===== src/rtl/pfb_channel_scheduler_if.sv =====
// Handshake bundle between the AXI-Stream input channels, the channel
// scheduler and the shared polyphase-filter MAC datapath.
interface pfb_channel_scheduler_if #(
    parameter int NUM_CH  = 8,
    parameter int CH_W    = 3,
    parameter int PHASE_W = 2
);
    logic [NUM_CH-1:0]  ch_tvalid;
    logic [NUM_CH-1:0]  ch_tready;
    logic               dp_ready;
    logic               grant_valid;
    logic [CH_W-1:0]    grant_ch;
    logic [PHASE_W-1:0] grant_phase;
    logic               grant_last;

    // Scheduler side: presents grants and per-channel accepts.
    modport master (
        input  ch_tvalid,
        input  dp_ready,
        output ch_tready,
        output grant_valid,
        output grant_ch,
        output grant_phase,
        output grant_last
    );

    // Environment side: channel requests and datapath readiness.
    modport slave (
        output ch_tvalid,
        output dp_ready,
        input  ch_tready,
        input  grant_valid,
        input  grant_ch,
        input  grant_phase,
        input  grant_last
    );
endinterface


===== src/rtl/pfb_channel_scheduler.sv =====
// Round-robin scheduler sharing one polyphase-filter MAC datapath between
// NUM_CH input channels. Tracks a decimation phase per channel, tags the last
// phase of each decimation period and flags persistent datapath stalls.
module pfb_channel_scheduler #(
    parameter int NUM_CH       = 8,
    parameter int CH_W         = 3,
    parameter int DECIM        = 4,
    parameter int PHASE_W      = 2,
    parameter int BLOCK_THRESH = 64
) (
    input  logic                    clock,
    input  logic                    reset,
    input  logic                    enable,
    input  logic                    clear_phase,
    pfb_channel_scheduler_if.master bus,
    output logic [15:0]             stall_count,
    output logic                    block
);

    typedef enum logic {IDLE = 1'b0, GRANT = 1'b1} state_t;

    localparam logic [15:0]        THRESH     = 16'(BLOCK_THRESH);
    localparam logic [PHASE_W-1:0] LAST_PHASE = PHASE_W'(DECIM - 1);
    localparam logic [CH_W-1:0]    LAST_CH    = CH_W'(NUM_CH - 1);

    state_t             state;
    logic               grant_valid_q;
    logic [CH_W-1:0]    grant_ch_q;
    logic [PHASE_W-1:0] grant_phase_q;
    logic               grant_last_q;
    logic [PHASE_W-1:0] phase     [NUM_CH];
    logic [PHASE_W-1:0] phase_nxt [NUM_CH];
    logic [CH_W-1:0]    rr_ptr;
    logic               clr_pend;
    logic [15:0]        run_cnt;
    logic [15:0]        run_nxt;
    logic               handshake;
    logic               stall;
    logic               issue;
    logic [CH_W-1:0]    arb_ptr;
    logic [CH_W:0]      arb_res;
    logic               arb_found;
    logic [CH_W-1:0]    arb_ch;
    logic [NUM_CH-1:0]  tready;

    function automatic logic [CH_W-1:0] next_ch(input logic [CH_W-1:0] ch);
        return (ch == LAST_CH) ? '0 : ch + 1'b1;
    endfunction

    function automatic logic [PHASE_W-1:0] next_phase(input logic [PHASE_W-1:0] ph);
        return (ph == LAST_PHASE) ? '0 : ph + 1'b1;
    endfunction

    function automatic logic [15:0] sat_inc16(input logic [15:0] v);
        return (v == 16'hFFFF) ? v : v + 16'd1;
    endfunction

    function automatic logic [15:0] sat_inc_thresh(input logic [15:0] v);
        return (v >= THRESH) ? THRESH : v + 16'd1;
    endfunction

    // First requester at or after ptr (mod NUM_CH); MSB flags that one exists.
    // Scanning from the far end lets the nearest requester overwrite the result.
    function automatic logic [CH_W:0] arbitrate(input logic [NUM_CH-1:0] req,
                                                input logic [CH_W-1:0]   ptr);
        logic [CH_W:0] res;
        int            idx;
        res = '0;
        for (int k = NUM_CH - 1; k >= 0; k--) begin
            idx = (int'(ptr) + k) % NUM_CH;
            if (req[idx]) begin
                res = {1'b1, CH_W'(idx)};
            end
        end
        return res;
    endfunction

    assign handshake = grant_valid_q & bus.dp_ready & bus.ch_tvalid[grant_ch_q];
    assign stall     = grant_valid_q & ~bus.dp_ready;
    // On a handshake the pointer moves past the served channel this very cycle,
    // so a back-to-back grant is arbitrated from the updated position.
    assign arb_ptr   = handshake ? next_ch(grant_ch_q) : rr_ptr;
    assign arb_res   = arbitrate(bus.ch_tvalid, arb_ptr);
    assign arb_found = arb_res[CH_W];
    assign arb_ch    = arb_res[CH_W-1:0];
    assign issue     = enable & arb_found & ((state == IDLE) | handshake);
    assign run_nxt   = stall ? sat_inc_thresh(run_cnt) : 16'd0;

    // Next per-channel phases: clears apply at once when idle, but only at the
    // handshake while a grant is held so the presented phase never changes.
    always_comb begin
        for (int i = 0; i < NUM_CH; i++) begin
            phase_nxt[i] = phase[i];
            if (state == IDLE) begin
                if (clear_phase) begin
                    phase_nxt[i] = '0;
                end
            end else if (handshake) begin
                if (clear_phase | clr_pend) begin
                    phase_nxt[i] = '0;
                end else if (CH_W'(i) == grant_ch_q) begin
                    phase_nxt[i] = next_phase(phase[i]);
                end
            end
        end
    end

    // Only the granted channel is offered an accept, and only while the datapath is ready.
    always_comb begin
        tready = '0;
        if (grant_valid_q & bus.dp_ready) begin
            tready[grant_ch_q] = 1'b1;
        end
    end

    assign bus.ch_tready   = tready;
    assign bus.grant_valid = grant_valid_q;
    assign bus.grant_ch    = grant_ch_q;
    assign bus.grant_phase = grant_phase_q;
    assign bus.grant_last  = grant_last_q;

    // Grant FSM: issues, holds and retires grants; owns phases, pointer and deferred clear.
    always_ff @(posedge clock or posedge reset) begin
        if (reset) begin
            state         <= IDLE;
            grant_valid_q <= 1'b0;
            grant_ch_q    <= '0;
            grant_phase_q <= '0;
            grant_last_q  <= 1'b0;
            rr_ptr        <= '0;
            clr_pend      <= 1'b0;
            for (int i = 0; i < NUM_CH; i++) begin
                phase[i] <= '0;
            end
        end else begin
            for (int i = 0; i < NUM_CH; i++) begin
                phase[i] <= phase_nxt[i];
            end
            case (state)
                IDLE: begin
                    if (issue) begin
                        state         <= GRANT;
                        grant_valid_q <= 1'b1;
                        grant_ch_q    <= arb_ch;
                        grant_phase_q <= phase_nxt[arb_ch];
                        grant_last_q  <= (phase_nxt[arb_ch] == LAST_PHASE);
                    end
                end
                GRANT: begin
                    if (handshake) begin
                        rr_ptr   <= next_ch(grant_ch_q);
                        clr_pend <= 1'b0;
                        if (issue) begin
                            grant_ch_q    <= arb_ch;
                            grant_phase_q <= phase_nxt[arb_ch];
                            grant_last_q  <= (phase_nxt[arb_ch] == LAST_PHASE);
                        end else begin
                            state         <= IDLE;
                            grant_valid_q <= 1'b0;
                        end
                    end else if (clear_phase) begin
                        clr_pend <= 1'b1;
                    end
                end
                default: begin
                    state         <= IDLE;
                    grant_valid_q <= 1'b0;
                end
            endcase
        end
    end

    // Stall accounting: lifetime saturating count plus a consecutive-run detector feeding block.
    always_ff @(posedge clock or posedge reset) begin
        if (reset) begin
            stall_count <= 16'd0;
            run_cnt     <= 16'd0;
            block       <= 1'b0;
        end else begin
            if (stall) begin
                stall_count <= sat_inc16(stall_count);
            end
            run_cnt <= run_nxt;
            block   <= (run_nxt == THRESH);
        end
    end

endmodule


===== src/flat_wrapper.sv =====
// flat-port wrapper written by rule: the top's interface ports become plain ports
module pfb_channel_scheduler_flat 
#(
    parameter int NUM_CH       = 8,
    parameter int CH_W         = 3,
    parameter int DECIM        = 4,
    parameter int PHASE_W      = 2,
    parameter int BLOCK_THRESH = 64
)
  (clock, reset, enable, clear_phase, stall_count, block, bus_ch_tvalid, bus_dp_ready, bus_ch_tready, bus_grant_valid, bus_grant_ch, bus_grant_phase, bus_grant_last);
  pfb_channel_scheduler_if #(.NUM_CH(NUM_CH), .CH_W(CH_W), .PHASE_W(PHASE_W)) bus_i ();
  input  logic clock;
  input  logic reset;
  input  logic enable;
  input  logic clear_phase;
  output logic [15:0] stall_count;
  output logic block;
  input wire logic [$bits(bus_i.ch_tvalid)-1:0] bus_ch_tvalid;
  input wire logic [$bits(bus_i.dp_ready)-1:0] bus_dp_ready;
  output wire logic [$bits(bus_i.ch_tready)-1:0] bus_ch_tready;
  output wire logic [$bits(bus_i.grant_valid)-1:0] bus_grant_valid;
  output wire logic [$bits(bus_i.grant_ch)-1:0] bus_grant_ch;
  output wire logic [$bits(bus_i.grant_phase)-1:0] bus_grant_phase;
  output wire logic [$bits(bus_i.grant_last)-1:0] bus_grant_last;
  assign bus_i.ch_tvalid = bus_ch_tvalid;
  assign bus_i.dp_ready = bus_dp_ready;
  assign bus_ch_tready = bus_i.ch_tready;
  assign bus_grant_valid = bus_i.grant_valid;
  assign bus_grant_ch = bus_i.grant_ch;
  assign bus_grant_phase = bus_i.grant_phase;
  assign bus_grant_last = bus_i.grant_last;
  pfb_channel_scheduler #(.NUM_CH(NUM_CH), .CH_W(CH_W), .DECIM(DECIM), .PHASE_W(PHASE_W), .BLOCK_THRESH(BLOCK_THRESH)) u_core (.clock(clock), .reset(reset), .enable(enable), .clear_phase(clear_phase), .bus(bus_i), .stall_count(stall_count), .block(block));
endmodule

===== config.mk =====
export PLATFORM = sky130hd
export DESIGN_NAME = pfb_channel_scheduler_flat
export DESIGN_NICKNAME = d
export VERILOG_FILES = /design/src/rtl/pfb_channel_scheduler_if.sv /design/src/rtl/pfb_channel_scheduler.sv /design/src/flat_wrapper.sv
export SDC_FILE = /design/constraint.sdc
export NUM_CORES = 1
export LEC_CHECK = 0
export ABC_AREA = 1
export BUFFER_PORTS_ARGS = -buffer_cell sky130_fd_sc_hd__buf_2
export CAP_MARGIN = 10
export CORE_MARGIN = 2
export CORE_UTILIZATION = 40
export CTS_BUF_LIST = sky130_fd_sc_hd__clkbuf_16
export CTS_CLUSTER_DIAMETER = 30
export DETAILED_ROUTE_END_ITERATION = 6
export GPL_TIMING_DRIVEN = 0
export HOLD_SLACK_MARGIN = 0.12
export MAX_ROUTING_LAYER = met4
export SKIP_CTS_REPAIR_TIMING = 1
export SKIP_LAST_GASP = 1
export SLEW_MARGIN = 25
export SYNTH_ARGS = -nofsm -noshare
export SYNTH_HDL_FRONTEND = slang
export SYNTH_SLANG_ARGS = --single-unit
export TNS_END_PERCENT = 50

===== constraint.sdc =====
create_clock -name clock -period 5.1 [get_ports clock]
set_clock_uncertainty 0.05 [all_clocks]
set_input_delay 0.255 -clock clock [delete_from_list [all_inputs] [get_ports clock]]
set_output_delay 0.255 -clock clock [all_outputs]
set_load 0.005 [all_outputs]

Word level (Yosys, flattened, before mapping):

Index checks and enable logic that the tools add are counted.

* add/sub/neg operators: 18
* magnitude comparators: 12
* equality and inequality tests: 22
* multiplexer cells: 109
* bitwise logic cells: 18
* reductions and logical operators: 13

Operators by type and width (number)
* $mux W2: 52
* $lt A4 B5 Y1 const B: 7
* $add A16 B1 Y16 const B: 2
* $mux W16: 2
* $mux W4: 8
* $bmux W1 S3: 9
* $mux W1: 26
* $reduce_or A3 Y1: 7
* $eq A2 B2 Y1 const B: 9
* $add A2 B1 Y2 const B: 8
* $eq A16 B16 Y1 const B: 1
* $eq A16 B7 Y1 const B: 1
* $ge A16 B7 Y1 const B: 1
* $add A3 B3 Y3 const B: 4
* $eq A3 B3 Y1 const A: 4
* $mux W3: 4
* $lt A3 B4 Y1 const B: 2
* $mux W8: 1
* $and A1 B1 Y1 const A: 7
* $add A3 B1 Y3 const B: 2
* $add A3 B2 Y3 const B: 2
* $bmux W2 S3: 1
* $eq A2 B3 Y1 const A: 2
* $pmux W1 S2: 3
* 18 further kinds: 27

* bits in registers: 61
* bits of input ports: 13
* output and inout bits: 32
* logic and storage cells: 210

Longest topological paths before layout:

Gate-level depths: netlist of run 1.

* word-level depth: 26
* mapped depth: 35
* depth with buffers taken out: 33

Least setup slack after synthesis of run 1:

Ideal clock, no wire load.

* kind: reg2reg
* start point: register u_core.grant_ch_q[0], in the netlist u_core.bus.grant_ch[0]
* end point: register u_core.grant_last_q, in the netlist u_core.bus.grant_last
* library setup time: 0.116 ns
* arrival: 2.986 ns
* required time: 4.934 ns
* slack: 1.948 ns
* cell stages (with the launch flop): 33
* buffers on the path: 2
* path through: dfrtp_1 -> buf_2 -> inv_2 -> nand2_1 -> a21oi_2 -> nor2_4 -> nand2_8 -> nand2_8 -> nand2_8 -> nand2_4 -> buf_8 -> ha_1 -> inv_1 -> nand3_1 -> nand3_1 -> nand2_2 -> inv_2 -> nand2_1 -> nand2_1 -> nand2_1 -> nand2_1 -> nand2_1 -> nand2_2 -> nand2_4 -> nand2_8 -> nand2_1 -> nand2_1 -> nand2_1 -> nand2_1 -> nor2_1 -> nor2_1 -> nand2_1 -> nand2_1

* cells in the longest elaborated chain, start to end: 24
* elaborated cells on any way between the ends: 97

Ends and longest elaborated chain
* start: declaration: RTL line pfb_channel_scheduler.sv:28 `logic [CH_W-1:0] grant_ch_q;`
* start signal: assignment: RTL line pfb_channel_scheduler.sv:144 `grant_ch_q <= arb_ch;`
* start signal: assignment: RTL line pfb_channel_scheduler.sv:154 `grant_ch_q <= arb_ch;`
* $bmux W1 S3: RTL line pfb_channel_scheduler.sv:78 `assign handshake = grant_valid_q & bus.dp_ready & bus.ch_tvalid[grant_ch_q];`
* $mux W1 (implied by the code): RTL line pfb_channel_scheduler.sv:78
* $and A1 B1 Y1: RTL line pfb_channel_scheduler.sv:78
* $mux W3 (*)
* via u_core.arb_ptr[0]: RTL line pfb_channel_scheduler.sv:40 `logic [CH_W-1:0] arb_ptr;`
* $add A3 B3 Y3: RTL line pfb_channel_scheduler.sv:70 `idx = (int'(ptr) + k) % NUM_CH;`
* $bmux W1 S3: RTL line pfb_channel_scheduler.sv:71 `if (req[idx]) begin`
* $mux W1 (implied by the code) (2 in series): RTL line pfb_channel_scheduler.sv:71
* $mux W4 (7 in series): RTL line pfb_channel_scheduler.sv:71
* $mux W4 (*): RTL line pfb_channel_scheduler.sv:71
* $not A3 Y4 (implied by the code): RTL line pfb_channel_scheduler.sv:146, pfb_channel_scheduler.sv:156
* $bmux W2 S3: RTL line pfb_channel_scheduler.sv:146, pfb_channel_scheduler.sv:156
* $mux W2 (implied by the code) (2 in series): RTL line pfb_channel_scheduler.sv:146, pfb_channel_scheduler.sv:156
* $eq A2 B2 Y1: RTL line pfb_channel_scheduler.sv:146, pfb_channel_scheduler.sv:156
* $mux W1 (*): RTL line pfb_channel_scheduler.sv:141, pfb_channel_scheduler.sv:153
* $mux W1: RTL line pfb_channel_scheduler.sv:150 `if (handshake) begin`
* $pmux W1 S2 (*): RTL line pfb_channel_scheduler.sv:139 `case (state)`
* end signal: assignment: RTL line pfb_channel_scheduler.sv:146 `grant_last_q <= (phase_nxt[arb_ch] == LAST_PHASE);`
* end signal: assignment: RTL line pfb_channel_scheduler.sv:156 `grant_last_q <= (phase_nxt[arb_ch] == LAST_PHASE);`
* end: declaration: RTL line pfb_channel_scheduler.sv:30 `logic grant_last_q;`

The timed path passes the listed nets; every way through them passes the cells marked *. The select of a mux whose other input is x is not followed.
A chain may end at the register's enable or synchronous reset.

Final worst setup path of run 1:

* start point: register u_core.grant_ch_q[1], in the netlist u_core.bus.grant_ch[1]
* end point: register u_core.grant_last_q, in the netlist u_core.bus.grant_last

The elaborated chain is that of the path after synthesis.

==> qor.yml, run 1 <==
worst_hold_path:
  whs_endpoint: "u_core.state$_DFF_PP0_"
  min_path_type: "primary input to register"
  min_from: "enable"
  holdPathStages: 3
critical_path:
  setup.worst_path.end_class: "register"
  cp-start-kind: "register"
  worstSetupPathType: "register to register"
  cp_max_fo: 10
  arrival_ns: 3.87
  r2r_cells: 19
  reg2reg_slack_ns: 1.40
  critical_path_required_ns: 5.26
  r2r_start: "u_core.bus.grant_ch[1]$_DFFE_PP0P_"
  r2r_end: "u_core.bus.grant_last$_DFFE_PP0P_"
yosys:
  async_reset_ff_share_pct: 100
  ys.warnings.count: 0
  synth_cell_types: 37
  netlist_area_um2: 4040
  ys_dominant_reg_cell: "dfrtp_1"
  synth-edff-count: 0
  syn_inst: 541
  syn_avg_cell_area_um2: 7.46
  yosysSeqAreaShare_pct: 37.8
  ys_seq_elements: 61
finish:
  fin_util_pct: 49.0
  syn_to_final_growth_pct: 18.7
  n_antenna_cell: 0
  nNetsFinal: 638
  final_layout_size_suffix_gt1_share_pct: 17.2
  final_common_cell: "nand2_1"
  mostFrequentLayoutCells: "nand2_1 (155), inv_1 (62), nand3_1 (61), dfrtp_1 (61), buf_2 (45)"
sta:
  setup-tns-final_ns: 0
  fin_crit_sh_pct: 72.6
  rsz0062_at_grt: "false"
  worstMarginPinSlew_ns: 0.636
  hold_viol_final: 0
  finalSetupViolCount: 0
  max_freq_mhz: 270
  slew_violations: 0
  relSlewSlack_pct: 57.6
  min_period_ns: 3.70
global_route:
  grt_first_pass_wirelength_mm: 15.7
  track_usage_pct: 18.0
  grt_max_degree: 55
  grt_pass1_vias: 3391
  overflow: 0
  antenna_found_initial: 0
clock_network:
  clockBufferDepth: 2
  clkLatencyLatePin_ns: 0.33
  cts_tree: "done"
  h-tree-depth: 3
  clockRootBuffer: "clkbuf_16"
  cts_buffers: 9
  clkSinkCount: 61
  clk_pin_slew_ns: 0.06
drt:
  wl_mm: 9.25
  drc: 0
  firstDrtPassIters: 4
  drtIter0Drc: 227
  ant_nets: 0
  drt-wirelength-per-cell_um: 12.4
  via_count: 3583
  viasPerCell: 4.82
floorplanning:
  die_area_um2: 10900
  rows: 36
  core-area_um2: 9770
  die_h_um: 104
  start_util_pct: 41.3
  die_x_um: 104
  io_pins: 45
placed_design:
  portBuffers: 44
  dp_hpwl_mm: 7.10
  place_congestion: 0.887
pwr:
  finalPower_mw: 3.73
  p_leak_nw: 2.51
  peakVddDrop_v: 0.000328
  power.density_nw_per_um2: 778
run_status:
  status: "complete, no violations"
job:
  cap_viol_max_count: 0
==> synth_stat cells, types with 6 or more instances <==
cell type,instances,share of area [%]
xor2_1,12,2.6
o21ai_0,27,3.3
nand2_2,12,1.9
dfrtp_1,61,38
nand2_1,155,14
nand4_1,6,0.93
a21oi_1,9,1.1
nand3_1,61,7.6
o22ai_1,15,2.3
inv_1,63,5.9
nor4_1,6,0.93
nand2_4,6,1.7
xnor2_1,7,1.5
nor3_1,7,0.87
ha_1,19,5.9
inv_2,8,0.74
nor2_1,36,3.3
==> registers in the layout, summed over array words and instances (netlist names) <==
name                    flops
u_core.phase               16
u_core.stall_count         16
u_core.bus.grant_phase      2
u_core.rr_ptr               3
u_core.run_cnt             16
u_core.bus.grant_last       1
u_core.block                1
u_core.clr_pend             1
u_core.state                1
u_core.bus.grant_valid      1
u_core.bus.grant_ch         3
==> kinds of logic (layout without fill, tap and decap cells) <==
kind of cell / Yosys count / count (layout) / share of synthesized area (%)
flip-flops: 61 / 61 / 37.8
adder cells (fa/ha/maj): 19 / 19 / 5.89
other: 1 / 9 / 0.0929
multiplexers: 1 / 1 / 0.279
AND/OR/NAND/NOR: 302 / 302 / 35.5
XOR/XNOR: 19 / 19 / 4.12
AO/OA/AOI/OAI: 61 / 61 / 8.65
buffers and inverters: 77 / 139 / 7.65
==> power breakdown <==
group	switching [mW]	internal [mW]
Sequential	0.0858	0.573
Combinational	1.65	0.817
Clock	0.220	0.378
Total	1.96	1.77
==> cell type report <==
type	instances	area, um2
buffer	5	38.8
clock buffer	9	225
clock inverter	7	73.8
fill	978	4980
inverter	72	273
multi-input combinational	411	2230
sequential	61	1530
tap	133	166
timing repair buffer	46	258
==> metal layers <==
layer	part of all wire, %	global-route usage [%]
met5	0	-
met4	0.79	4.63
met3	4.3	3.51
met2	44	27.9
met1	51	24.3
==> critical path, stage by stage, from the launching register on <==
cell	delay [ns]
dfrtp_1	0.46
ha_1	0.25
ha_1	0.23
nor2_1	0.20
nand3_2	0.17
nand2_4	0.14
buf_8	0.15
ha_1	0.28
inv_1	0.15
nand3_1	0.13
nand3_1	0.14
nand2_2	0.10
nor4_1	0.29
nand4_1	0.12
o21ai_1	0.25
nor2_1	0.20
nand2_1	0.14
nor2_1	0.04
nand2_1	0.05
nand2_1	0.05
==> worst max-delay path by stage <==
stage                                        from                                end  slack [ns]  depth (start not counted)
4_1_cts        u_core.bus.grant_ch[2]$_DFFE_PP0P_  u_core.bus.grant_last$_DFFE_PP0P_        1.37                         23
2_1_floorplan  u_core.bus.grant_ch[0]$_DFFE_PP0P_  u_core.bus.grant_last$_DFFE_PP0P_        1.95                         32
3_3_place_gp   u_core.bus.grant_ch[2]$_DFFE_PP0P_  u_core.bus.grant_last$_DFFE_PP0P_        1.38                         23
5_1_grt        u_core.bus.grant_ch[0]$_DFFE_PP0P_  u_core.bus.grant_last$_DFFE_PP0P_        1.03                         25
3_5_place_dp   u_core.bus.grant_ch[2]$_DFFE_PP0P_  u_core.bus.grant_last$_DFFE_PP0P_        1.38                         23
6_report       u_core.bus.grant_ch[1]$_DFFE_PP0P_  u_core.bus.grant_last$_DFFE_PP0P_        1.40                         19
==> stage by stage <==
step	hold slack [ns]	std cells	worst slack [ns]	instance area (um2)
floorplan	0.371	549	1.95	4070
global placement	0.413	726	1.38	4450
detailed placement	0.107	727	1.38	4480
CTS	-0.240	743	1.37	4780
global route	0.207	744	1.03	4790
finish	0.191	744	1.40	4790
Power figures use the tool's default switching activity.
==> inputs of run 2 (changes only) <==
==> constraint.sdc (replaced) <==
create_clock -name clock -period 3.33 [get_ports clock]
set_clock_uncertainty 0.05 [all_clocks]
set_input_delay 0.1665 -clock clock [delete_from_list [all_inputs] [get_ports clock]]
set_output_delay 0.1665 -clock clock [all_outputs]
set_load 0.005 [all_outputs]
==> qor.yml, run 2 (synthesized netlist as in run 1, its figures left out) <==
finish:
  layout.cells.non_filler: 760  # +2.2%
  final_layout_size_suffix_gt1_share_pct: 24.2  # +7.1 points
  syn_to_final_growth_pct: 27.9
  final_common_cell: "nand2_1"
  fillers: 943  # -3.6%
  mostFrequentLayoutCells: "nand2_1 (145), inv_1 (61), dfrtp_1 (58)"
  n_antenna_cell: 0  # unchanged
  biggestRegsByFlops: "u_core.phase (16), u_core.run_cnt (16), u_core.stall_count (16)"
  nNetsFinal: 654  # +2.5%
sta:
  max_freq_mhz: 298  # +10%
  hold_viol_final: 0  # unchanged
  fin_crit_sh_pct: 101  # +28 points
  slew_violations: 0  # unchanged
  min_period_ns: 3.35  # -0.352 ns
  relSlewSlack_pct: 66.6  # +9.0 points
  worstMarginPinSlew_ns: 0.501  # -0.135 ns
  rsz0062_at_grt: "true"
  finalSetupViolCount: 1  # +1
  fin_ws_ns: -0.0208  # -1.42 ns
global_route:
  track_usage_pct: 18.0  # unchanged
  grt_first_pass_wirelength_mm: 15.7  # unchanged
  overflow: 0  # unchanged
  antenna_found_initial: 0  # unchanged
  grt_pass1_vias: 3391  # unchanged
  grt_max_degree: 55  # unchanged
drt:
  viasPerCell: 4.91  # +1.9%
  wl_mm: 9.76  # +5.5%
  via_count: 3728  # +4.0%
  drc: 0  # unchanged
  drt-wirelength-per-cell_um: 12.8  # +3.3%
  firstDrtPassIters: 5  # +1
  ant_nets: 0  # unchanged
  drtIter0Drc: 218  # -4.0%
floorplanning:
  die_area_um2: 10900  # unchanged
  start_util_pct: 41.3  # unchanged
  core-area_um2: 9770  # unchanged
  die_h_um: 104  # unchanged
  io_pins: 45  # unchanged
  rows: 36  # unchanged
  die_x_um: 104  # unchanged
placed_design:
  place_worst_setup_slack_ns: -0.391  # -1.77 ns
  place_inst: 727  # unchanged
  place_congestion: 0.887  # unchanged
  dp_hpwl_mm: 7.10  # unchanged
  portBuffers: 44  # unchanged
critical_path:
  critPathBufInv: 5  # +3
  setup.worst_path.end_class: "register"
  cpLargestDelayFamily: "simple AND/OR/NAND/NOR gates"
  critical_path_required_ns: 3.49  # -1.77 ns
  critical-path-max-stage-delay_ns: 0.44  # -0.02 ns
  slowest_stage: "dfrtp_2"
  cp-start-kind: "register"
  arrival_ns: 3.52  # -0.35 ns
  path_common_cell: "nand2_1"
  cp_max_fo: 8  # -2
  worstSetupPathType: "register to register"
clock_network:
  clkSinkCount: 61  # unchanged
  clockRootBuffer: "clkbuf_16"
  clkLatencyLatePin_ns: 0.33  # about the same
  cts_tree: "done"
  clockBufferDepth: 2  # unchanged
  h-tree-depth: 3  # unchanged
  clk_pin_slew_ns: 0.05  # about the same
  cts_buffers: 9  # unchanged
worst_hold_path:
  min_path_type: "primary input to register"
job:
  cap_viol_max_count: 0  # unchanged
run_status:
  status: "finished with violations"
  violations: "negative setup slack"
[run 2: changes by cell type in the layout (fill, tap and decap cells not counted), sizes merged]
cell | previous run | this run
buf | 48 | 62
nand2 | 177 | 178
dlygate4sd3 | 1 | 2
[run 2: worst paths after layout]
| check | from | endpoint | slack (ns) | cells after the start |
|---|---|---|---|---|
| worst max-delay path | u_core.bus.grant_ch[0]$_DFFE_PP0P_ | u_core.bus.grant_last$_DFFE_PP0P_ | -0.02 | 31 |
| worst min-delay path | bus_dp_ready | u_core.run_cnt[6]$_DFF_PP0_ | 0.16 | 4 |
| worst max register to register | u_core.bus.grant_ch[0]$_DFFE_PP0P_ | u_core.bus.grant_last$_DFFE_PP0P_ | -0.02 | 31 |
| worst min register to register | u_core.stall_count[15]$_DFFE_PP0P_ | u_core.stall_count[15]$_DFFE_PP0P_ | 0.43 | 1 |
| max in group asynchronous | reset | u_core.phase[15]$_DFF_PP0_ | 2.52 | 4 |
| min in group asynchronous | reset | u_core.stall_count[0]$_DFFE_PP0P_ | 0.23 | 3 |
[run 2: final cells by class]
type / instances / area, um2 / share of cell area (%)
multi-input combinational: 412 / 2450 / 47.5
sequential: 61 / 1530 / 29.6
timing repair buffer: 61 / 377 / 7.30
inverter: 72 / 285 / 5.53
clock buffer: 9 / 225 / 4.36
tap: 133 / 166 / 3.22
clock inverter: 7 / 73.8 / 1.43
buffer: 5 / 53.8 / 1.04
[run 2: worst register-to-register path: cells and delay by family (launching register included)]
kind / cells / cell delay [ns]
AOI/OAI and AO/OA: 1 / 0.16
buffers and inverters: 5 / 0.56
DFF: 1 / 0.44
adders and majority gates: 1 / 0.31
and+or+nand+nor: 24 / 1.72
[run 2: routing by layer]
metal | global-route usage (%) | vias to the layer above | part of all wire, %
met5 | - | - | 0
met4 | 4.63 | 0 | 1.1
met3 | 3.51 | 11 | 4.5
met2 | 27.9 | 78 | 46
met1 | 24.3 | 1728 | 48
li1 | - | 1911 | -
[run 2: per-stage QoR]
| stage | area (um2) | setup TNS [ns] | utilization [%] | hold WS [ns] |
|---|---|---|---|---|
| floorplan | 4070 | 0 | - | 0.282 |
| finish | 5160 | -0.0208 | 52.8 | 0.156 |
| global placement | 4450 | -2.15 | 45.6 | 0.413 |
| detailed placement | 4480 | -2.18 | 45.9 | 0.0189 |
| global route | 5160 | -0.646 | 52.8 | 0.204 |
| CTS | 4780 | -2.24 | 48.9 | -0.329 |
Power of run 2 is not shown: default switching activity piles up to over one toggle a cycle in this logic, so the estimate is an artifact.
==> inputs of run 3 (changes only) <==
==> constraint.sdc (replaced) <==
create_clock -name clock -period 3.33 [get_ports clock]
set_clock_uncertainty 0.05 [all_clocks]
set_input_delay 0.333 -clock clock [delete_from_list [all_inputs] [get_ports clock]]
set_output_delay 0.333 -clock clock [all_outputs]
set_load 0.005 [all_outputs]
==> qor.yml, run 3 (synthesized netlist as in run 1, its figures left out) <==
run_status:
  status: "finished with violations"
  violations: "negative setup slack"
global_route:
  antenna_found_initial: 0  # unchanged
  grt_pass1_vias: 3391  # unchanged
  grt_max_degree: 55  # unchanged
  grt_first_pass_wirelength_mm: 15.7  # unchanged
  track_usage_pct: 18.0  # unchanged
  overflow: 0  # unchanged
critical_path:
  worstSetupPathType: "register to register"
  critical_path_required_ns: 3.49  # about the same
  slowest_stage: "dfrtp_2"
  path_common_cell: "nand2_1"
  cpLargestDelayFamily: "simple AND/OR/NAND/NOR gates"
  critPathLaunch: "u_core.bus.grant_ch[0]$_DFFE_PP0P_"
  arrival_ns: 3.52  # about the same
  cp_max_fo: 8  # unchanged
  setup.worst_path.end_class: "register"
  critical-path-max-stage-delay_ns: 0.44  # about the same
  cp-start-kind: "register"
  critPathBufInv: 5  # unchanged
  r2r_start: "u_core.bus.grant_ch[0]$_DFFE_PP0P_"
clock_network:
  clkLatencyLatePin_ns: 0.33  # about the same
  clockBufferDepth: 2  # unchanged
  h-tree-depth: 3  # unchanged
  clockRootBuffer: "clkbuf_16"
  clk_pin_slew_ns: 0.06  # about the same
  cts_buffers: 9  # unchanged
  clkSinkCount: 61  # unchanged
  cts_tree: "done"
drt:
  viasPerCell: 4.90  # -0.11%
  via_count: 3719  # -0.24%
  firstDrtPassIters: 5  # unchanged
  drc: 0  # unchanged
  drtIter0Drc: 226  # +3.7%
  ant_nets: 0  # unchanged
  drt-wirelength-per-cell_um: 12.8  # -0.18%
  wl_mm: 9.73  # -0.31%
floorplanning:
  die_area_um2: 10900  # unchanged
  die_x_um: 104  # unchanged
  die_h_um: 104  # unchanged
  io_pins: 45  # unchanged
  start_util_pct: 41.3  # unchanged
  core-area_um2: 9770  # unchanged
  rows: 36  # unchanged
finish:
  mostFrequentLayoutCells: "nand2_1 (145), inv_1 (61), dfrtp_1 (58)"
  syn_to_final_growth_pct: 27.6
  final_layout_size_suffix_gt1_share_pct: 24.3  # +0.039 points
  nNetsFinal: 653  # -0.15%
  n_antenna_cell: 0  # unchanged
  biggestRegsByFlops: "u_core.phase (16), u_core.run_cnt (16), u_core.stall_count (16)"
  final_common_cell: "nand2_1"
sta:
  hold_viol_final: 0  # unchanged
  slew_violations: 0  # unchanged
  rsz0062_at_grt: "true"
  finalSetupViolCount: 1  # unchanged
  max_freq_mhz: 298  # about the same
  min_period_ns: 3.35  # +0.000752 ns
  fin_ws_ns: -0.0215  # -0.000752 ns
  setup-tns-final_ns: -0.0215  # -0.000752 ns
  whs_ns: 0.254  # +0.0977 ns
  fin_crit_sh_pct: 101  # about the same
placed_design:
  place_congestion: 0.887  # unchanged
  portBuffers: 44  # unchanged
  dp_hpwl_mm: 7.10  # unchanged
worst_hold_path:
  min_from: "enable"
  min_path_type: "primary input to register"
job:
  cap_viol_max_count: 0  # unchanged
-- run 3: changes by cell type in the layout (fill, tap and decap cells not counted), sizes merged --
cell	delta
dlygate4sd3	-1
-- run 3: path summary, 6_finish.rpt --
kind / endpoint / slack [ns] / cells after the start
worst max register to register: u_core.bus.grant_last$_DFFE_PP0P_ / -0.02 / 31
max in group asynchronous: u_core.phase[15]$_DFF_PP0_ / 2.35 / 4
worst max-delay path: u_core.bus.grant_last$_DFFE_PP0P_ / -0.02 / 31
min in group asynchronous: u_core.stall_count[0]$_DFFE_PP0P_ / 0.40 / 3
worst min-delay path: u_core.state$_DFF_PP0_ / 0.25 / 3
worst min register to register: u_core.stall_count[15]$_DFFE_PP0P_ / 0.43 / 1
-- run 3: layout make-up --
cell class | instances | area, um2
Tap cell | 133 | 166
Sequential cell | 61 | 1530
Buffer | 5 | 53.8
Clock inverter | 7 | 73.8
Clock buffer | 9 | 225
Multi-Input combinational cell | 412 | 2450
Timing Repair Buffer | 60 | 367
Fill cell | 944 | 4620
Inverter | 72 | 285
-- run 3: stage by stage --
| step | utilization (%) | area [um2] | worst slack (ns) | cells |
|---|---|---|---|---|
| 6_report | 52.7 | 5150 | -0.0215 | 759 |
| 5_1_grt | 52.7 | 5150 | -0.242 | 759 |
| 4_1_cts | 48.9 | 4780 | -0.402 | 743 |
| 3_5_place_dp | 45.9 | 4480 | -0.391 | 727 |
| 3_3_place_gp | 45.6 | 4450 | -0.392 | 726 |
| 2_1_floorplan | - | 4070 | 0.178 | 549 |
-- run 3: metal layers --
layer  routed length, um  vias to the layer above  track usage (%)  share of wire (%)
li1                    -                     1911                -                  -
met1                4720                     1718             24.3                 49
met2                4460                       80             27.9                 46
met3                 448                       10             3.51                4.6
met4                 107                        0             4.63                1.1
met5                   0                        -                -                  0
-- run 3: worst register-to-register path: cells and delay by family, from the launching register on --
family	cells	cell delay [ns]
AO/OA/AOI/OAI	1	0.16
adder cells (fa/ha/maj)	1	0.31
buffers and inverters	5	0.56
flip-flops	1	0.44
AND/OR/NAND/NOR	24	1.72
Power of run 3 is left out for the same reason.
